$ cat config.mk
export PLATFORM = sky130hd
export DESIGN_NAME = dmem_arbiter
export DESIGN_NICKNAME = d
export VERILOG_FILES = /design/src/rtl/dmem_arb_pkg.sv /design/src/rtl/arb_prio_sel.sv /design/src/rtl/dmem_arbiter.sv
export SDC_FILE = /design/constraint.sdc
export NUM_CORES = 1
export LEC_CHECK = 0
export ABC_AREA = 1
export CORE_AREA = 2 2 122 124
export CTS_CLUSTER_SIZE = 8
export DETAILED_ROUTE_END_ITERATION = 7
export DIE_AREA = 0 0 124 126
export PLACE_DENSITY = 0.58
export SLEW_MARGIN = 30
export SYNTH_ARGS = -nofsm -noshare
export SYNTH_HDL_FRONTEND = slang
export SYNTH_SLANG_ARGS = --single-unit
$ cat constraint.sdc
create_clock -name i_clk -period 1.95 [get_ports i_clk]
set_input_delay 0.39 -clock i_clk [delete_from_list [all_inputs] [get_ports i_clk]]
set_output_delay 0.39 -clock i_clk [all_outputs]
set_load 0.05 [all_outputs]
$ cat src/rtl/dmem_arb_pkg.sv
// Shared types for the data-memory arbiter: FSM states, owner encoding and error-flag bit positions.
package dmem_arb_pkg;

    typedef enum logic {
        IDLE    = 1'b0,
        RD_WAIT = 1'b1
    } arb_state_e;

    typedef enum logic {
        OWN_CORE = 1'b0,
        OWN_DBG  = 1'b1
    } arb_owner_e;

    localparam int unsigned ERR_W    = 2;
    localparam int unsigned ERR_TMO  = 0;  // read response synthesised after timeout
    localparam int unsigned ERR_SPUR = 1;  // memory rvalid with no read outstanding

endpackage

$ cat src/rtl/arb_prio_sel.sv
// Grant selection between core and debug requesters with a starvation counter.
// Ports:
//   i_clk, i_rst_n          clock, synchronous active-low reset
//   i_core_req, i_dbg_req   live requests from each requester
//   i_core_gnt, i_dbg_gnt   grant actually issued this cycle
//   o_sel_c                 combinational owner choice for the current cycle
module arb_prio_sel
    import dmem_arb_pkg::*;
#(
    parameter int unsigned STARVE_LIM = 4
) (
    input  logic       i_clk,
    input  logic       i_rst_n,
    input  logic       i_core_req,
    input  logic       i_dbg_req,
    input  logic       i_core_gnt,
    input  logic       i_dbg_gnt,
    output arb_owner_e o_sel_c
);

    localparam int unsigned CNT_W = (STARVE_LIM < 1) ? 1 : $clog2(STARVE_LIM + 1);

    logic [CNT_W-1:0] r_starve_cnt;
    logic             w_forced;

    assign w_forced = (r_starve_cnt == CNT_W'(STARVE_LIM));

    // Core wins unless debug is alone or has been passed over STARVE_LIM times.
    always_comb begin
        o_sel_c = OWN_CORE;
        if (i_dbg_req && (!i_core_req || w_forced)) begin
            o_sel_c = OWN_DBG;
        end
    end

    // Counts core grants taken while debug waits; saturates so debug stays forced.
    always_ff @(posedge i_clk) begin
        if (!i_rst_n) begin
            r_starve_cnt <= '0;
        end else if (i_dbg_gnt || !i_dbg_req) begin
            r_starve_cnt <= '0;
        end else if (i_core_gnt && !w_forced) begin
            r_starve_cnt <= r_starve_cnt + CNT_W'(1);
        end
    end

endmodule

$ cat src/rtl/dmem_arbiter.sv
// Shares one data-memory port between the core LSU and a debug/DMA requester.
// One transaction in flight; loads park the FSM in RD_WAIT until rvalid or timeout.
// Ports:
//   i_clk, i_rst_n                          clock, synchronous active-low reset
//   i_core_* / o_core_gnt,rvalid,rdata      core LSU request/response, o_core_stall freezes core
//   i_dbg_*  / o_dbg_gnt,rvalid,rdata       debug/DMA request/response
//   o_mem_* / i_mem_ready,rvalid,rdata      shared memory port
//   o_err                                   sticky [0] timeout, [1] spurious rvalid
module dmem_arbiter
    import dmem_arb_pkg::*;
#(
    parameter int unsigned ADDR_W     = 32,
    parameter int unsigned DATA_W     = 32,
    parameter int unsigned STARVE_LIM = 4,
    parameter int unsigned TIMEOUT    = 255
) (
    input  logic                i_clk,
    input  logic                i_rst_n,
    input  logic                i_core_req,
    input  logic                i_core_we,
    input  logic [ADDR_W-1:0]   i_core_addr,
    input  logic [DATA_W-1:0]   i_core_wdata,
    input  logic [DATA_W/8-1:0] i_core_bmask,
    output logic                o_core_gnt,
    output logic                o_core_rvalid,
    output logic [DATA_W-1:0]   o_core_rdata,
    output logic                o_core_stall,
    input  logic                i_dbg_req,
    input  logic                i_dbg_we,
    input  logic [ADDR_W-1:0]   i_dbg_addr,
    input  logic [DATA_W-1:0]   i_dbg_wdata,
    input  logic [DATA_W/8-1:0] i_dbg_bmask,
    output logic                o_dbg_gnt,
    output logic                o_dbg_rvalid,
    output logic [DATA_W-1:0]   o_dbg_rdata,
    output logic                o_mem_req,
    output logic                o_mem_we,
    output logic [ADDR_W-1:0]   o_mem_addr,
    output logic [DATA_W-1:0]   o_mem_wdata,
    output logic [DATA_W/8-1:0] o_mem_bmask,
    input  logic                i_mem_ready,
    input  logic                i_mem_rvalid,
    input  logic [DATA_W-1:0]   i_mem_rdata,
    output logic [ERR_W-1:0]    o_err
);

    localparam int unsigned TMO_W = (TIMEOUT < 1) ? 1 : $clog2(TIMEOUT + 1);

    arb_state_e          r_state;
    arb_state_e          w_state_nxt;
    arb_owner_e          r_owner;
    arb_owner_e          w_owner_nxt;
    arb_owner_e          w_sel;
    logic [TMO_W-1:0]    r_tmo_cnt;
    logic [ERR_W-1:0]    r_err;
    logic                w_any_req;
    logic                w_sel_we;
    logic                w_core_gnt;
    logic                w_dbg_gnt;
    logic                w_rsp_valid;
    logic                w_tmo_fire;
    logic [DATA_W-1:0]   w_rsp_data;
    logic                w_core_rvalid;
    logic                w_dbg_rvalid;

    arb_prio_sel #(
        .STARVE_LIM (STARVE_LIM)
    ) u_prio_sel (
        .i_clk      (i_clk),
        .i_rst_n    (i_rst_n),
        .i_core_req (i_core_req),
        .i_dbg_req  (i_dbg_req),
        .i_core_gnt (w_core_gnt),
        .i_dbg_gnt  (w_dbg_gnt),
        .o_sel_c    (w_sel)
    );

    // Memory request fields follow the selected requester.
    always_comb begin
        w_sel_we    = i_core_we;
        o_mem_we    = i_core_we;
        o_mem_addr  = i_core_addr;
        o_mem_wdata = i_core_wdata;
        o_mem_bmask = i_core_bmask;
        if (w_sel == OWN_DBG) begin
            w_sel_we    = i_dbg_we;
            o_mem_we    = i_dbg_we;
            o_mem_addr  = i_dbg_addr;
            o_mem_wdata = i_dbg_wdata;
            o_mem_bmask = i_dbg_bmask;
        end
    end

    // Next-state, grants and response generation.
    always_comb begin
        w_state_nxt = r_state;
        w_owner_nxt = r_owner;
        w_any_req   = 1'b0;
        w_core_gnt  = 1'b0;
        w_dbg_gnt   = 1'b0;
        w_rsp_valid = 1'b0;
        w_tmo_fire  = 1'b0;
        w_rsp_data  = '0;
        case (r_state)
            IDLE: begin
                w_any_req = i_core_req | i_dbg_req;
                if (w_any_req && i_mem_ready) begin
                    if (w_sel == OWN_DBG) begin
                        w_dbg_gnt = 1'b1;
                    end else begin
                        w_core_gnt = 1'b1;
                    end
                    // Stores complete on handshake; loads wait for data.
                    if (!w_sel_we) begin
                        w_owner_nxt = w_sel;
                        w_state_nxt = RD_WAIT;
                    end
                end
            end
            RD_WAIT: begin
                if (i_mem_rvalid) begin
                    w_rsp_valid = 1'b1;
                    w_rsp_data  = i_mem_rdata;
                    w_state_nxt = IDLE;
                end else if (r_tmo_cnt == TMO_W'(TIMEOUT)) begin
                    // Synthetic zero response so the owner never hangs.
                    w_rsp_valid = 1'b1;
                    w_tmo_fire  = 1'b1;
                    w_state_nxt = IDLE;
                end
            end
            default: begin
                w_state_nxt = IDLE;
            end
        endcase
    end

    // FSM state and owner registers.
    always_ff @(posedge i_clk) begin
        if (!i_rst_n) begin
            r_state <= IDLE;
            r_owner <= OWN_CORE;
        end else begin
            r_state <= w_state_nxt;
            r_owner <= w_owner_nxt;
        end
    end

    // Timeout counter runs only while a read stays outstanding; error flags are sticky.
    always_ff @(posedge i_clk) begin
        if (!i_rst_n) begin
            r_tmo_cnt <= '0;
            r_err     <= '0;
        end else begin
            if ((r_state == RD_WAIT) && (w_state_nxt == RD_WAIT)) begin
                r_tmo_cnt <= r_tmo_cnt + TMO_W'(1);
            end else begin
                r_tmo_cnt <= '0;
            end
            if (w_tmo_fire) begin
                r_err[ERR_TMO] <= 1'b1;
            end
            if ((r_state == IDLE) && i_mem_rvalid) begin
                r_err[ERR_SPUR] <= 1'b1;
            end
        end
    end

    assign w_core_rvalid = w_rsp_valid & (r_owner == OWN_CORE);
    assign w_dbg_rvalid  = w_rsp_valid & (r_owner == OWN_DBG);

    assign o_mem_req     = w_any_req;
    assign o_core_gnt    = w_core_gnt;
    assign o_dbg_gnt     = w_dbg_gnt;
    assign o_core_rvalid = w_core_rvalid;
    assign o_dbg_rvalid  = w_dbg_rvalid;
    assign o_core_rdata  = w_core_rvalid ? w_rsp_data : '0;
    assign o_dbg_rdata   = w_dbg_rvalid ? w_rsp_data : '0;
    // Core holds until its store is accepted or its load data returns.
    assign o_core_stall  = i_core_req & ~(w_core_gnt & i_core_we) & ~w_core_rvalid;
    assign o_err         = r_err;

endmodule

[After elaboration in Yosys (flattened, before gate mapping)]
Index checks and enable logic that the tools add are counted.
Word-level totals
  memory bits (read-only): 0
  register bits: 15
  latch bits: 0
  memories: 0
  RAM bits: 0
  word-level logic and storage cells: 61
Cells by class
  mux-type cells: 26
  $mul: 0
  reductions and logical operators: 13
  eq/ne operators: 2
  $lt $le $gt $ge: 0
  bitwise logic cells: 12
  add/subtract/negate cells: 2
  divide/modulo/power cells: 0
  shift-type cells: 0
Operators with widths (number)
  two-way mux 32 bit: 6
  two-way mux 1 bit: 18
  adder 8 x 1 -> 8 bit, second input constant: 1
  == test 8 bit, second input constant: 1
  NOT 1 bit: 6
  AND 1 bit: 5
  logical AND 1 bit: 5
  two-way mux 4 bit: 1
  adder 3 x 1 -> 3 bit, second input constant: 1
  == test 3 bit, second input constant: 1
  logical NOT 1 bit: 3
  AND reduction 3 bit: 1
  logical OR 1 bit: 2
  one-hot mux 1 bit (2 select lines): 1
  AND reduction 2 bit: 1
  OR reduction 2 bit: 1
  bitwise OR 1 bit: 1

[Depth between registers and ports, before layout]
Gate-level depths: netlist of run 1.
  word-level depth: 11
  depth in mapped cells: 11

[By module]
A second synthesis of run 1 with hierarchy kept.
Second synthesis, totals
  cell total of the unflattened synthesis: 442
  area, all modules: 2023.2 µm²
Modules (own cells, without submodules)
  dmem_arbiter: sequential area each 240.2 µm², area each 1838.0 µm², cells an instance 414, times used 1
  arb_prio_sel: sequential area each 60.1 µm², area each 185.2 µm², cells an instance 28, times used 1

[Least setup slack after synthesis of run 1]
OpenSTA, ideal clock, no wires.
  path kind: register to output
  start point: reg r_tmo_cnt[0]
  end point: out o_core_stall
  stages on the path, launching flop included: 9
  data arrival time: 1993 ps
  setup slack: -433 ps
  path through: dfxtp_1 > ha_1 > nand2_1 > inv_1 > nand3_1 > nand2_1 > nand2_1 > nor2_1 > nor2_1
Between the ends
  longest elaborated chain between the ends: 7
Ends and longest elaborated chain
  from (decl): line dmem_arbiter.sv:54  | logic [TMO_W-1:0] r_tmo_cnt;
  from (signal assigned): line dmem_arbiter.sv:156  | r_tmo_cnt <= r_tmo_cnt + TMO_W'(1);
  == test 8 bit: line dmem_arbiter.sv:125  | end else if (r_tmo_cnt == TMO_W'(TIMEOUT)) begin
  two-way mux 1 bit: line dmem_arbiter.sv:125
  two-way mux 1 bit: line dmem_arbiter.sv:121  | if (i_mem_rvalid) begin
  two-way mux 1 bit: line dmem_arbiter.sv:104  | case (r_state)
  AND 1 bit: line dmem_arbiter.sv:169  | assign w_core_rvalid = w_rsp_valid & (r_owner == OWN_CORE);
  net o_core_rvalid: line dmem_arbiter.sv:25  | output logic o_core_rvalid,
  NOT 1 bit: line dmem_arbiter.sv:180  | assign o_core_stall = i_core_req & ~(w_core_gnt & i_core_we) & ~w_core_rvalid;
  AND 1 bit: line dmem_arbiter.sv:180
  to (decl): line dmem_arbiter.sv:27  | output logic o_core_stall,
The timed path passes the listed nets, and every way through them passes these cells.

[Worst setup path after layout of run 1]
  start point: reg u_prio_sel.r_starve_cnt[0]
  end point: out o_mem_wdata[15]
Between the ends
  longest elaborated chain between the ends: 5
Ends and longest elaborated chain
  from (decl): line arb_prio_sel.sv:23  | logic [CNT_W-1:0] r_starve_cnt;
  from (signal assigned): line arb_prio_sel.sv:43  | r_starve_cnt <= r_starve_cnt + CNT_W'(1);
  == test 3 bit: line arb_prio_sel.sv:26  | assign w_forced = (r_starve_cnt == CNT_W'(STARVE_LIM));
  logical OR 1 bit: line arb_prio_sel.sv:31  | if (i_dbg_req && (!i_core_req || w_forced)) begin
  logical AND 1 bit: line arb_prio_sel.sv:31
  two-way mux 1 bit: line arb_prio_sel.sv:31
  two-way mux 32 bit: line dmem_arbiter.sv:85  | if (w_sel == OWN_DBG) begin
  to (decl): line dmem_arbiter.sv:39  | output logic [DATA_W-1:0] o_mem_wdata,
No other way between the ends.

==> run_results.csv, run 1 <==
group,metric,value,unit
global_route,gr-total-overflow,0,
clocking,cts.path.max_buffers,2,
synth,synth_cells,433,
setup_path,crit_chain,"inv_2 > ha_4 > nand2_4 > nand2_4 > nand2_8 > buf_12 > buf_12 > nand2_2 > nand2_2 > buf_12",
placement,gp_congestion,0.793,
global_route,grt_use_total,19.0,%
global_route,grt_max_degree,35,
synth,yosys_warnings,0,
floorplan,ios,317,
setup_path,rr_worst_depth,13,
route,drt_wl_total,16.4,mm
job,maxCapViolations,0,
setup_path,slowest_stage,"dfxtp_2",
floorplan,rows,44,
power_and_ir_drop,powerDensity,356,nW/µm²
route,vias_per_cell,4.13,
global_route,grt_pass1_wl,22.5,mm
cells_and_area,nFillCells,1275,
setup_path,r2r_end,"u_prio_sel.r_starve_cnt[0]",
cells_and_area,diodes,0,
clocking,cts_tree,"built",
floorplan,core_area,14300,µm²
timing,setup-tns-final,-4.45,ns
run_status,status,"complete, but fails checks",
setup_path,r2r-start,"u_prio_sel.r_starve_cnt[0]",
setup_path,crit_top_cell,"buf_12",
timing,worstMarginPinSlew,0.382,ns
cells_and_area,syn_to_final_growth,284,%
placement,io_buffers,316,
timing,setup_slack,-0.0947,ns
setup_path,critPathCapture,"o_mem_wdata[15]",
power_and_ir_drop,p_leak,3.38,nW
floorplan,initial_core_util,14.1,%
timing,finalSetupViolations,71,
clocking,cts_max_level,1,
floorplan,dieArea,15600,µm²
power_and_ir_drop,vdd_drop_max,0.256,mV
setup_path,worst_setup_path_end_kind,"primary output",
setup_path,critPathMaxFanout,14,
timing,fin_crit_sh,105,%
route,drtPass1Iterations,4,
global_route,antenna_found_initial,0,
route,drt-initial-drc-count,136,
setup_path,cp-startpoint,"u_prio_sel.r_starve_cnt[0]",
setup_path,crit_arrival,1.65,ns
run_status,violations,"negative setup slack",
timing,max_freq,489,MHz
timing,period_minus_slack,2.04,ns
floorplan,dieHeight,126,µm
cells_and_area,nets,947,
clocking,cts_hold_buf,0,
clocking,cts.sinks,15,
setup_path,required,1.56,ns
timing,clock_skew,0.00140,ns
placement,dpl.hpwl,12.6,mm
route,wl_per_cell,17.2,µm
clocking,numCtsBuffers,3,
setup_path,worstSetupPathType,"register to primary output",
synth,ys_seq_elements,15,
timing,whs,0.416,ns
synth,syn-cell-area,2010,µm²
clocking,clk_pin_slew_worst_paths,0.05,ns
setup_path,startpoint_type,"register",
global_route,grt_pass1_vias,3954,
synth,ys_types,23,
clocking,clock-root-buffer,"clkbuf_16",
route,ant_nets,0,
timing,finalHoldViolCount,0,
setup_path,slowest_delay,0.33,ns
timing,rsz0062_at_grt,"yes",
cells_and_area,drive_gt1_share,43.7,%
route,vias,3928,
cells_and_area,final_util,54.0,%
route,drc_errors,0,
timing,finalMaxSlewViolations,0,
cells_and_area,final_common_cell,"clkdlybuf4s50_1",
hold_path,min_path_type,"register to register",
synth,avgSynthCellArea,4.65,µm²
synth,synth_seq_area_share,14.9,%
setup_path,r2r_slack,0.24,ns
clocking,insertion_delay,0.24,ns
cells_and_area,mostFrequentLayoutCells,"clkdlybuf4s50_1 (172), buf_12 (144), nand2_1 (138)",
synth,syn_nets,612,
timing,maxSlewHeadroom,74.5,%
floorplan,fp.dieW,124,µm
==> worst max-delay path, delay by kind of cell, from the launching register on <==
kind	cells	cell delay, ns
adders and majority gates	1	0.16
and+or+nand+nor	5	0.41
DFF	1	0.33
buffers and inverters	4	0.48
==> synth_stat cells <==
master | n | area share [%]
a21oi_1 | 6 | 1.5
buf_1 | 3 | 0.56
buf_2 | 14 | 3.5
buf_4 | 1 | 0.37
buf_6 | 4 | 2.2
clkbuf_1 | 3 | 0.56
dfxtp_1 | 15 | 15
ha_1 | 3 | 1.9
inv_1 | 16 | 3.0
inv_2 | 1 | 0.19
nand2_1 | 260 | 49
nand2_2 | 3 | 0.93
nand3_1 | 7 | 1.7
nand4_1 | 2 | 0.62
nor2_1 | 84 | 16
nor2_2 | 1 | 0.31
nor3_1 | 3 | 0.75
nor3_4 | 1 | 0.81
nor3b_1 | 1 | 0.37
o21ai_0 | 2 | 0.50
o21ai_1 | 1 | 0.25
xnor2_1 | 1 | 0.44
xor2_1 | 1 | 0.44
==> state kept, by name, indices dropped and copies added, names as in the netlist <==
name	count
r_tmo_cnt	8
r_state	1
o_err	2
u_prio_sel.r_starve_cnt	3
r_owner	1
==> report_power, final <==
| group | internal [mW] | total (mW) | switching (mW) |
|---|---|---|---|
| logic | 1.03 | 2.04 | 1.01 |
| clock network | 0.276 | 0.397 | 0.120 |
| registers | 0.314 | 0.318 | 0.00424 |
==> timing repair <==
item,CTS,global route
resized for setup,68,112
buffers inserted,6,2
pin swaps,7,11
cloned,4,3
setup endpoints to repair,135,78
==> metal layers <==
metal	vias to the layer above	global-route usage (%)	part of all wire (%)
met4	0	2.71	0.99
li1	1961	-	-
met5	-	0	0
met3	10	6.07	10
met1	1757	22.7	38
met2	200	33.8	50
==> layout make-up <==
cell class | instances | area, µm² | area share (%)
flip-flops and latches | 15 | 305 | 3.95
multi-input cells | 376 | 1970 | 25.5
inverters | 17 | 76.3 | 0.987
well taps | 184 | 230 | 2.98
repair buffers | 355 | 5070 | 65.6
clock buffers | 4 | 78.8 | 1.02
==> worst min-delay path by stage <==
stage	startpoint	to	slack [ns]	cells past startpoint
detailed placement	r_tmo_cnt[0]	r_tmo_cnt[0]	0.44	1
floorplan	r_tmo_cnt[0]	r_tmo_cnt[0]	0.42	1
finish	r_tmo_cnt[0]	r_tmo_cnt[0]	0.42	1
CTS	r_tmo_cnt[0]	r_tmo_cnt[0]	0.45	1
global placement	r_tmo_cnt[0]	r_tmo_cnt[0]	0.43	1
global route	r_tmo_cnt[0]	r_tmo_cnt[0]	0.44	1
==> kinds of logic after synthesis <==
kind of cell	count (synthesis)	synth area share (%)
DFF	15	14.9
adders and majority gates	3	1.87
buffers and inverters	42	10.4
and+or+nand+nor	362	69.7
xor gates and xnor gates	2	0.871
AOI/OAI and AO/OA	9	2.24
==> stage by stage <==
step,instance area (µm²),power [mW],setup WS (ns),cells
final,7730,2.75,-0.0947,951
after detailed placement,6920,2.18,-0.264,933
after global placement,6920,2.19,-0.271,933
after CTS,7350,2.67,-0.142,946
after floorplan,2020,1.05,-0.144,433
after global routing,7730,2.86,-0.169,951
Power figures use the tool's default switching activity.
==> run 2: changes to the inputs <==
--- a/config.mk
+++ b/config.mk
@@ -6,10 +6,11 @@
 export NUM_CORES = 1
 export LEC_CHECK = 0
 export ABC_AREA = 1
-export CORE_AREA = 2 2 122 124
-export CTS_CLUSTER_SIZE = 8
+export CORE_AREA = 3 3 123 125
+export CTS_CLUSTER_SIZE = 16
 export DETAILED_ROUTE_END_ITERATION = 7
-export DIE_AREA = 0 0 124 126
+export DIE_AREA = 0 0 126 128
+export GPL_ROUTABILITY_DRIVEN = 0
 export PLACE_DENSITY = 0.58
 export SLEW_MARGIN = 30
 export SYNTH_ARGS = -nofsm -noshare
==> run 2 against run 1 <==
Against the previous run:
- the flow still finishes with violations (negative setup slack)
- combinational power increased by 3%
- routed wire length grew 3.4%
- fmax decreased by 0.14%
- non-clock buffer count increased by 14
- sequential share of layout area decreased by 0.13 points
- clock skew up 0.0019 ns
- die area increased by 3.2%
- sequential power hardly changed
- global-route usage about the same
- largest cell class unchanged
- largest power group unchanged
- highest routed layer unchanged
==> run_results.csv, run 2 (synthesis gave the netlist of run 1 again) <==
group,metric,value,unit
route,vias,4007,
floorplan,core_area,14000,µm²
global_route,grt_max_degree,35,
route,drt-initial-drc-count,157,
placement,dpl.hpwl,12.1,mm
setup_path,startpoint_type,"register",
clocking,insertion_delay,0.25,ns
timing,worstMarginPinSlew,0.399,ns
floorplan,initial_core_util,14.4,%
route,drt_wl_total,17.0,mm
route,wl_per_cell,17.6,µm
setup_path,crit_chain,"inv_2 > ha_4 > nand2_4 > nand2_4 > nand2_8 > buf_12 > buf_12 > nand2_2 > nand2_4 > buf_12",
floorplan,dieArea,16100,µm²
job,maxCapViolations,0,
hold_path,hp-start,"r_tmo_cnt[0]",
route,drc_errors,0,
floorplan,ios,317,
floorplan,rows,43,
cells_and_area,nFillCells,1182,
cells_and_area,mostFrequentLayoutCells,"clkdlybuf4s50_1 (172), buf_12 (149), nand2_1 (143)",
timing,max_freq,488,MHz
timing,fin_crit_sh,105,%
route,vias_per_cell,4.16,
placement,io_buffers,316,
setup_path,crit_arrival,1.66,ns
setup_path,r2r-start,"u_prio_sel.r_starve_cnt[1]",
clocking,clk_pin_slew_worst_paths,0.05,ns
setup_path,rr_worst_depth,15,
power_and_ir_drop,powerDensity,352,nW/µm²
cells_and_area,final_util,57.5,%
setup_path,critPathMaxFanout,7,
global_route,antenna_found_initial,2,
run_status,status,"complete, but fails checks",
clocking,clock-root-buffer,"clkbuf_16",
timing,maxSlewHeadroom,73.4,%
clocking,cts_max_level,1,
cells_and_area,drive_gt1_share,43.8,%
cells_and_area,largest_register_ffs,8,
clocking,cts_hold_buf,0,
floorplan,fp.dieW,126,µm
cells_and_area,regMostFlops,"r_tmo_cnt",
setup_path,critPathCapture,"o_mem_addr[4]",
setup_path,path_buf_inv,4,
route,drtPass1Iterations,4,
setup_path,crit_family,"buffers and inverters",
cells_and_area,syn_to_final_growth,300,%
global_route,grt_pass1_wl,24.1,mm
cells_and_area,nets,961,
hold_path,min_path_type,"register to register",
run_status,violations,"negative setup slack",
setup_path,r2r_end,"u_prio_sel.r_starve_cnt[1]",
setup_path,slowest_stage,"dfxtp_2",
cells_and_area,final_cells,963,
route,ant_nets,0,
placement,dp_slack,-0.247,ns
cells_and_area,final_common_cell,"clkdlybuf4s50_1",
global_route,grt_pass1_vias,3992,
timing,whs,0.453,ns
timing,setup_slack,-0.0975,ns
timing,clock_skew,0.00326,ns
setup_path,required,1.56,ns
power_and_ir_drop,vdd_drop_max,0.371,mV
timing,finalMaxSlewViolations,0,
timing,finalSetupViolations,73,
setup_path,cp-startpoint,"u_prio_sel.r_starve_cnt[0]",
setup_path,r2r_slack,-0.01,ns
timing,finalHoldViolCount,0,
clocking,cts.sinks,15,
clocking,cts_tree,"built",
setup_path,worst_setup_path_end_kind,"primary output",
setup_path,crit_cells,10,
setup_path,slowest_delay,0.34,ns
floorplan,dieHeight,128,µm
setup_path,worstSetupPathType,"register to primary output",
timing,rsz0062_at_grt,"yes",
placement,dp.cells,923,
global_route,grt_use_total,19.0,%
global_route,gr-total-overflow,0,
timing,period_minus_slack,2.05,ns
clocking,numCtsBuffers,3,
power_and_ir_drop,p_leak,3.51,nW
clocking,cts.path.max_buffers,2,
==> run 2: cell types whose count changed in the layout (fill, tap and decap cells not counted), moves of 3 or more <==
cell / before / now
nand2_4: 11 / 42
nand2_1: 138 / 143
buf_4: 22 / 32
buf_12: 144 / 149
buf_6: 7 / 3
nor2_1: 73 / 76
nor2_2: 8 / 3
nand2_2: 112 / 77
buf_16: 3 / 6
==> run 2: power by group <==
part / switching, mW / leakage, nW / internal [mW]
registers: 0.00574 / 0.124 / 0.314
logic: 1.04 / 3.35 / 1.07
clock network: 0.125 / 0.0409 / 0.274
==> run 2: how the worst min path moves through the flow <==
stage	endpoint	slack [ns]	depth (start not counted)
floorplan	r_tmo_cnt[0]	0.42	1
global placement	r_tmo_cnt[0]	0.44	1
detailed placement	r_tmo_cnt[0]	0.45	1
CTS	r_tmo_cnt[0]	0.46	1
global route	r_tmo_cnt[0]	0.48	1
finish	r_tmo_cnt[0]	0.45	1
==> run 2: stage by stage <==
step	setup TNS, ns	power, mW	instance area, µm²
after floorplan	-0.144	1.05	2020
after global placement	-16.79	2.17	6840
after detailed placement	-20.41	2.16	6840
after CTS	-5.80	2.77	7700
after global routing	-9.07	2.94	8040
final	-4.47	2.83	8040
==> run 2: routing by layer <==
| metal | share of wire (%) | global-route usage [%] | wire length [µm] | up-vias |
|---|---|---|---|---|
| met5 | 0 | 0 | 0 | - |
| met4 | 1.6 | 3.72 | 274 | 0 |
| met3 | 8.9 | 5.92 | 1510 | 16 |
| met2 | 53 | 34.4 | 8930 | 190 |
| met1 | 37 | 22.3 | 6250 | 1806 |
| li1 | - | - | - | 1995 |
==> run 2: layout make-up <==
type	instances	area (µm²)	share of cell area, %
Inverter	17	71.3	0.887
Antenna cell	2	5.00	0.0623
Timing Repair Buffer	369	5250	65.3
Clock inverter	1	5.00	0.0623
Clock buffer	3	75.1	0.934
Sequential cell	15	307	3.81
Tap cell	180	225	2.80
Multi-Input combinational cell	376	2100	26.1
==> run 2: worst reg2reg max path: cells and delay by family, from the launching register on <==
family,cells,cell delay [ns]
buf+inv,12,1.39
flops,1,0.33
simple gates,3,0.19
==> run 2: timing repair <==
action / CTS / global route
setup buffers: 22 / 7
endpoints found under the setup margin: 137 / 109
resized for setup: 137 / 86
pin swaps: 15 / 27
cloned: 8 / 2
==> run 3: changes to the inputs <==
--- a/config.mk
+++ b/config.mk
@@ -11,6 +11,7 @@
 export DETAILED_ROUTE_END_ITERATION = 7
 export DIE_AREA = 0 0 126 128
 export GPL_ROUTABILITY_DRIVEN = 0
+export GPL_TIMING_DRIVEN = 0
 export PLACE_DENSITY = 0.58
 export SLEW_MARGIN = 30
 export SYNTH_ARGS = -nofsm -noshare
==> run 3 against run 2 <==
Against the previous run:
- the run still ends with negative setup slack left
- core utilization down 12 points
- sequential share of layout area grew 0.96 points
- sequential power about the same
- fmax is 0.54% higher
- via count decreased by 4.5%
- design area is 20% lower
- setup slack better by 0.011 ns
- critical path depth grew 1
- critical path type unchanged
- worst hold slack worse by 0.037 ns
- non-clock buffer count fell by 10
- clock power fell by 2%
- global-route usage fell by 2.7 points
==> run_results.csv, run 3 (synthesis gave the netlist of run 1 again) <==
group,metric,value,unit
cells_and_area,drive_gt1_share,36.8,%
cells_and_area,regMostFlops,"r_tmo_cnt",
route,vias,3826,
global_route,gr-total-overflow,0,
route,ant_nets,0,
global_route,grt_max_degree,11,
clocking,clock-root-buffer,"clkbuf_16",
placement,io_buffers,316,
floorplan,dieArea,16100,µm²
global_route,grt_pass1_wl,21.2,mm
cells_and_area,final_common_cell,"nand2_1",
route,drt_wl_total,14.7,mm
route,vias_per_cell,4.02,
route,drc_errors,0,
setup_path,r2r-start,"u_prio_sel.r_starve_cnt[1]",
setup_path,startpoint_type,"register",
clocking,clk_pin_slew_worst_paths,0.05,ns
cells_and_area,diodes,0,
hold_path,hold_path_end,"r_tmo_cnt[0]",
clocking,cts.sinks,15,
clocking,insertion_delay,0.24,ns
timing,setup_slack,-0.0865,ns
setup_path,critPathMaxFanout,7,
power_and_ir_drop,vdd_drop_max,0.280,mV
global_route,grt_pass1_vias,3750,
cells_and_area,largest_register_ffs,8,
setup_path,required,1.56,ns
global_route,antenna_found_initial,0,
floorplan,core_area,14000,µm²
route,wl_per_cell,15.5,µm
floorplan,dieHeight,128,µm
setup_path,cp-startpoint,"u_prio_sel.r_starve_cnt[1]",
clocking,cts.path.max_buffers,2,
global_route,grt_use_total,16.3,%
floorplan,ios,317,
timing,fin_crit_sh,104,%
floorplan,fp.dieW,126,µm
power_and_ir_drop,power,2.45,mW
run_status,violations,"negative setup slack",
timing,finalMaxSlewViolations,0,
clocking,cts_max_level,1,
job,maxCapViolations,0,
timing,maxSlewHeadroom,63.4,%
cells_and_area,mostFrequentLayoutCells,"nand2_1 (188), clkdlybuf4s50_1 (174), nor2_1 (74)",
timing,rsz0062_at_grt,"yes",
setup_path,r2r_slack,0.48,ns
floorplan,rows,43,
power_and_ir_drop,p_leak,3.04,nW
timing,worstMarginPinSlew,0.551,ns
route,drtPass1Iterations,4,
cells_and_area,nets,951,
setup_path,crit_arrival,1.65,ns
power_and_ir_drop,powerDensity,383,nW/µm²
timing,finalHoldViolCount,0,
timing,period_minus_slack,2.04,ns
hold_path,hp-start,"r_tmo_cnt[0]",
timing,whs,0.416,ns
cells_and_area,syn_to_final_growth,218,%
setup_path,rr_worst_depth,10,
placement,dpl.hpwl,11.6,mm
route,drt-initial-drc-count,144,
clocking,numCtsBuffers,3,
hold_path,min_path_type,"register to register",
setup_path,worstSetupPathType,"register to primary output",
floorplan,initial_core_util,14.4,%
clocking,cts_tree,"built",
run_status,status,"complete, but fails checks",
timing,clock_skew,0.00265,ns
timing,max_freq,491,MHz
setup_path,worst_setup_path_end_kind,"primary output",
timing,finalSetupViolations,68,
hold_path,min_path_cells,1,
clocking,cts_hold_buf,0,
setup_path,r2r_end,"u_prio_sel.r_starve_cnt[0]",
[run 3: cell count changes in the layout (fill, tap and decap cells not counted), sizes merged]
cell,before,now
clkinv,1,0
buf,192,168
clkdlybuf4s50,172,174
diode,2,0
clkdlybuf4s15,0,3
bufbuf,0,1
clkbuf,5,14
[run 3: routing by layer]
metal	vias up	GRT usage [%]	wire, µm
met2	185	29.5	7530
met3	10	4.17	1210
li1	1969	-	-
met4	0	2.02	189
met1	1662	20.2	5770
met5	-	0	0
[run 3: final cells by class]
cell class / count / area, µm²
Buffer: 25 / 268
Inverter: 17 / 71.3
Sequential cell: 15 / 305
Tap cell: 180 / 225
Clock buffer: 4 / 78.8
Multi-Input combinational cell: 376 / 1880
Fill cell: 1416 / 7600
Timing Repair Buffer: 334 / 3560
[run 3: per-stage QoR]
| step | instance area [µm²] | utilization (%) | setup TNS (ns) | std cells | setup WS, ns |
|---|---|---|---|---|---|
| floorplan | 2020 | - | -0.144 | 433 | -0.144 |
| global placement | 5410 | 38.7 | -115.02 | 929 | -0.988 |
| detailed placement | 5410 | 38.7 | -114.64 | 929 | -0.978 |
| CTS | 5980 | 42.7 | -6.32 | 944 | -0.125 |
| global route | 6390 | 45.7 | -8.28 | 951 | -0.168 |
| finish | 6390 | 45.7 | -3.32 | 951 | -0.0865 |
[run 3: timing repair]
action                      CTS  global route
gates cloned                  4             4
pin swaps                    25            21
buffers inserted              7             3
setup endpoints to repair   139            92
resized for setup          1019            97
[run 3: power breakdown]
part	switching [mW]	internal, mW	total (mW)
registers	0.00614	0.314	0.320
logic	0.936	0.805	1.74
clock network	0.114	0.276	0.390
total	1.06	1.39	2.45
[run 3: worst max path at each step]
stage	slack [ns]	depth (start not counted)	to
floorplan	-0.14	11	o_core_stall
global placement	-0.99	8	o_mem_addr[17]
detailed placement	-0.98	8	o_mem_wdata[20]
CTS	-0.12	10	o_mem_wdata[10]
global route	-0.17	11	o_mem_wdata[14]
finish	-0.09	11	o_mem_wdata[20]
[run 3: critical path, cell delays in order, from the launching register on]
cell and delay, ns:
dfxtp_2 0.33, inv_2 0.05, ha_4 0.16, nand2_4 0.07
nand2_4 0.07, nand2_8 0.11, inv_8 0.06, buf_12 0.14
clkbuf_16 0.15, nand2_2 0.07, nand2_2 0.06, buf_8 0.15
==> RTL edit 1: new RTL, settings of run 1 <==
Put a register stage on the outputs `o_dbg_gnt`, `o_dbg_rvalid` and `o_dbg_rdata`, without a reset. The values now appear one clock later. The other outputs are not delayed to match.
--- a/src/rtl/dmem_arbiter.sv
+++ b/src/rtl/dmem_arbiter.sv
@@ -171,11 +171,13 @@
 
     assign o_mem_req     = w_any_req;
     assign o_core_gnt    = w_core_gnt;
-    assign o_dbg_gnt     = w_dbg_gnt;
     assign o_core_rvalid = w_core_rvalid;
-    assign o_dbg_rvalid  = w_dbg_rvalid;
     assign o_core_rdata  = w_core_rvalid ? w_rsp_data : '0;
-    assign o_dbg_rdata   = w_dbg_rvalid ? w_rsp_data : '0;
+    always_ff @(posedge i_clk) begin
+        o_dbg_gnt    <= w_dbg_gnt;
+        o_dbg_rvalid <= w_dbg_rvalid;
+        o_dbg_rdata  <= w_dbg_rvalid ? w_rsp_data : '0;
+    end
     // Core holds until its store is accepted or its load data returns.
     assign o_core_stall  = i_core_req & ~(w_core_gnt & i_core_we) & ~w_core_rvalid;
     assign o_err         = r_err;
Behaviour: not the same (Yosys sat finds a counterexample within 4 cycles, from zero or initial values and one cycle with i_rst_n low).
==> RTL edit 1 against run 1 <==
The run still ends with negative setup slack left; design area rose by 10%; critical path type unchanged; synthesized area up 35%; largest cell class unchanged; power is 49% higher; hold slack improved by 62 ps; worst setup slack got worse by 17 ps; count of clock-buffer cells in the layout is 3 higher; routed wire length increased by 5.0%; sequential cell count increased by 34; clock skew increased by 3.9 ps.
==> RTL edit 1: results (changes against run 1) <==
stage	metric	value	unit	change
placed_design	gpl congestion	0.8570		was 0.7932
setup_path	Slowest-stage cell, CP	dfxtp_2		unchanged
timing	final count of negative-setup-slack endpoints	70		was 71
global_route	Total GRT Usage	20.94	%	was 19.02%
final_layout	fillers	1180		was 1275
yosys	Syn Nets	645		was 612
placed_design	hpwl dp	12.28	mm	was 12.59 mm
clock_network	cts bufs inserted	5		was 3
outcome	outcome	finished, violations left		unchanged
global_route	met3 Resource Use GR	7.382	%	was 6.069%
final_layout	nets@finish	1009		was 947
timing	fin worst setup slack	-111.9	ps	was -94.74 ps
yosys	register area share after synthesis	36.18	%	was 14.93%
global_route	met2 Track Usage GR	38.46	%	was 33.81%
yosys	Netlist cell types	26		was 23
routing	total number of vias	4380		was 3928
global_route	largest net degree at the start of global routing	36		was 35
setup_path	critical path peak fanout	19		was 14
yosys	ranking of synthesized cells by area	dfxtp_1 (36%), nand2_1 (36%), nor2_1 (11%), inv_1 (2.1%), buf_2 (2.0%)		was nand2_1 (49%), nor2_1 (16%), dfxtp_1 (15%), buf_2 (3.5%), inv_1 (3.0%)
global_route	met1 Usage GRT	21.51	%	was 22.66%
global_route	vias in the first global route	4580		was 3954
routing	Initial DRC Count	151		was 136
timing	Worst Skew	5.294	ps	was 1.399 ps
timing	Slew @ Worst Pin	549.7	ps	was 381.8 ps
power_and_ir_drop	Leak	3.741	nW	was 3.380 nW
final_layout	share of cells above drive strength 1	35.86	%	was 43.68%
hold_path	Hold Startpoint	o_err[0]		was r_tmo_cnt[0]
outcome	failing checks	negative setup slack		unchanged
clock_network	H-tree depth	2		was 1
placed_design	Cell Area, Placed	7356	um^2	was 6917 um^2
setup_path	critical path data arrival time	1670	ps	was 1650 ps
global_route	global-route wire length before repair	24.94	mm	was 22.46 mm
-- RTL edit 1: cell types whose count changed after synthesis, moves of 2 or more --
cell,before,now
buf_2,14,11
nand3_1,7,5
dfxtp_1,15,49
buf_4,1,4
-- RTL edit 1: logic make-up after synthesis --
group           count (synthesis)  synth area share, %
compound gates                  9                1.753
xor+xnor                        2               0.6462
fa+ha+maj                       3                1.385
buf+inv                        41                7.844
simple gates                  362                52.19
flops                          49                36.18
-- RTL edit 1: path summary, 6_finish.rpt --
check	end	slack, ps	cells past startpoint
max	o_mem_wdata[23]	-110	10
min	o_err[0]	480	1
max reg2reg	r_owner	130	15
min reg2reg	o_err[0]	480	1
-- RTL edit 1: per-layer routing --
layer / up-vias / part of all wire (%)
li1: 2129 / -
met1: 1992 / 35
met2: 224 / 50
met3: 33 / 11
met4: 2 / 3.3
met5: - / 0.058
-- RTL edit 1: repair_timing --
item | CTS | global route
resized for setup | 134 | 65
buffers inserted | 22 | 3
setup endpoints to repair | 104 | 89
gates cloned | 7 | 0
pin swaps | 33 | 10
-- RTL edit 1: per-stage QoR --
stage / setup slack, ps / utilization (%) / cells / power [W] / TNS, ps
after floorplan: -26.54 / - / 466 / 0.001768 / -26.54
after global placement: -220.6 / 51.39 / 979 / 0.002879 / -13970
after detailed placement: -241.8 / 51.39 / 979 / 0.002881 / -16220
after CTS: -183.3 / 58.03 / 1015 / 0.004092 / -7579
after global routing: -186.9 / 59.64 / 1015 / 0.004259 / -11160
final: -111.9 / 59.64 / 1015 / 0.004110 / -6004
-- RTL edit 1: layout make-up --
| class | instances | share of cell area, % |
|---|---|---|
| clock buffer | 7 | 1.671 |
| tap | 184 | 2.697 |
| sequential | 49 | 11.59 |
| clock inverter | 1 | 0.3518 |
| timing repair buffer | 382 | 57.82 |
| inverter | 16 | 0.8208 |
| multi-input combinational | 376 | 25.05 |
-- RTL edit 1: power by group --
group          total, W  switching (W)  internal [W]
clock           0.00101       0.000370      0.000641
sequential      0.00101     0.00000630       0.00101
combinational   0.00208        0.00103       0.00105
==> RTL edit 2: new RTL, flow settings as in run 1 <==
Without the edit above. The parameter `TIMEOUT` goes from 255 to 510.
--- a/src/rtl/dmem_arbiter.sv
+++ b/src/rtl/dmem_arbiter.sv
@@ -12,7 +12,7 @@
     parameter int unsigned ADDR_W     = 32,
     parameter int unsigned DATA_W     = 32,
     parameter int unsigned STARVE_LIM = 4,
-    parameter int unsigned TIMEOUT    = 255
+    parameter int unsigned TIMEOUT    = 510
 ) (
     input  logic                i_clk,
     input  logic                i_rst_n,
Function: same outputs for any inputs over 10 cycles, from zero or initial values and one cycle with i_rst_n low; that may be too few to reach the edited logic, so the function may still have changed.
==> RTL edit 2 against run 1 <==
The flow still finishes with violations (negative setup slack); synthesized cell count increased by 2.3%; first-iteration DRC count fell by 15%; power increased by 7.1%; design area grew 9.5%; fmax decreased by 1.7%; worst setup slack lost 36 ps; sequential share of layout area decreased by 0.11 points; synthesized area up 3.3%; routed wire length fell by 2.0%; sequential cell count up 1; register-to-register slack got worse by 120 ps; critical path type unchanged.
==> RTL edit 2: results (changes against run 1) <==
stage	metric	value	unit	change
timing	Slew @ Worst Pin	505.2	ps	was 381.8 ps
power_and_ir_drop	switching portion of total power	40.04	%	was 41.11%
placed_design	hpwl dp	11.86	mm	was 12.59 mm
global_route	met2 Track Usage GR	34.84	%	was 33.81%
routing	mean routed wirelength per cell	16.34	um	was 17.24 um
timing	fin worst setup slack	-130.5	ps	was -94.74 ps
setup_path	CP Capture Point	o_mem_addr[5]		was o_mem_wdata[15]
global_route	Total GRT Usage	18.84	%	was 19.02%
global_route	met1 Usage GRT	21.89	%	was 22.66%
setup_path	Reg2Reg Setup Slack	120	ps	was 240 ps
routing	final WL	16.07	mm	was 16.40 mm
final_layout	final instance area	8467	um^2	was 7734 um^2
final_layout	signal buffers share of area	63.43	%	was 65.59%
yosys	ranking of synthesized cells by area	nand2_1 (48%), dfxtp_1 (15%), nor2_1 (15%), buf_2 (3.4%), inv_1 (3.1%)		was nand2_1 (49%), nor2_1 (16%), dfxtp_1 (15%), buf_2 (3.5%), inv_1 (3.0%)
final_layout	Layout clock area frac	1.049	%	was 1.019%
final_layout	nonclk buf count	374		was 355
final_layout	antenna diode count	2		was 0
global_route	vias in the first global route	3897		was 3954
setup_path	r2r endpoint	r_owner		was u_prio_sel.r_starve_cnt[0]
placed_design	Cell Area, Placed	7076	um^2	was 6917 um^2
timing	Final TNS setup	-7138	ps	was -4449 ps
final_layout	share of cells above drive strength 1	51.94	%	was 43.68%
clock_network	post_cts resized	225		was 68
final_layout	multi-input gate count	384		was 376
routing	met3 WL post-DR	1.403	mm	was 1.718 mm
final_layout	max FFs per register	9		was 8
clock_network	CTS sink count	16		was 15
final_layout	Logic inverters	19		was 17
outcome	outcome	finished, violations left		unchanged
yosys	post-synthesis average cell area	4.691	um^2	was 4.646 um^2
global_route	initial antenna violation count	2		was 0
timing	Fin Hold WS	438.6	ps	was 416.3 ps
power_and_ir_drop	clock share of power	14.8	%	was 14.4%
final_layout	fillers	1210		was 1275
final_layout	nets@finish	978		was 947
outcome	failing checks	negative setup slack		unchanged
routing	total number of vias	4090		was 3928
timing	final count of negative-setup-slack endpoints	72		was 71
routing	WL met2	8.464	mm	was 8.262 mm
power_and_ir_drop	Logic pwr share	73.7	%	was 74.0%
power_and_ir_drop	Leak	3.661	nW	was 3.380 nW
RTL edit 2: stage by stage:
step                      total power, W  setup slack, ps  util, %
after global routing            0.003057           -211.9    59.13
after global placement          0.002198           -230.0    49.43
after floorplan                 0.001078            34.38        -
final                           0.002946           -130.5    59.15
after detailed placement        0.002199           -251.9    49.43
after CTS                       0.002892           -120.5    57.11
RTL edit 2: cell families after synthesis:
logic type / Yosys count / share of synthesized area (%)
adders and majority gates: 4 / 2.408
AOI/OAI and AO/OA: 8 / 1.927
and+or+nand+nor: 370 / 69.17
xor gates and xnor gates: 2 / 0.8430
DFF: 16 / 15.41
buffers and inverters: 43 / 10.23
RTL edit 2: critical path: cells and delay by family (launching register included):
family                     cells  cell delay [ps]
adders and majority gates      1              140
and+or+nand+nor                5              380
DFF                            1              320
buffers and inverters          5              600
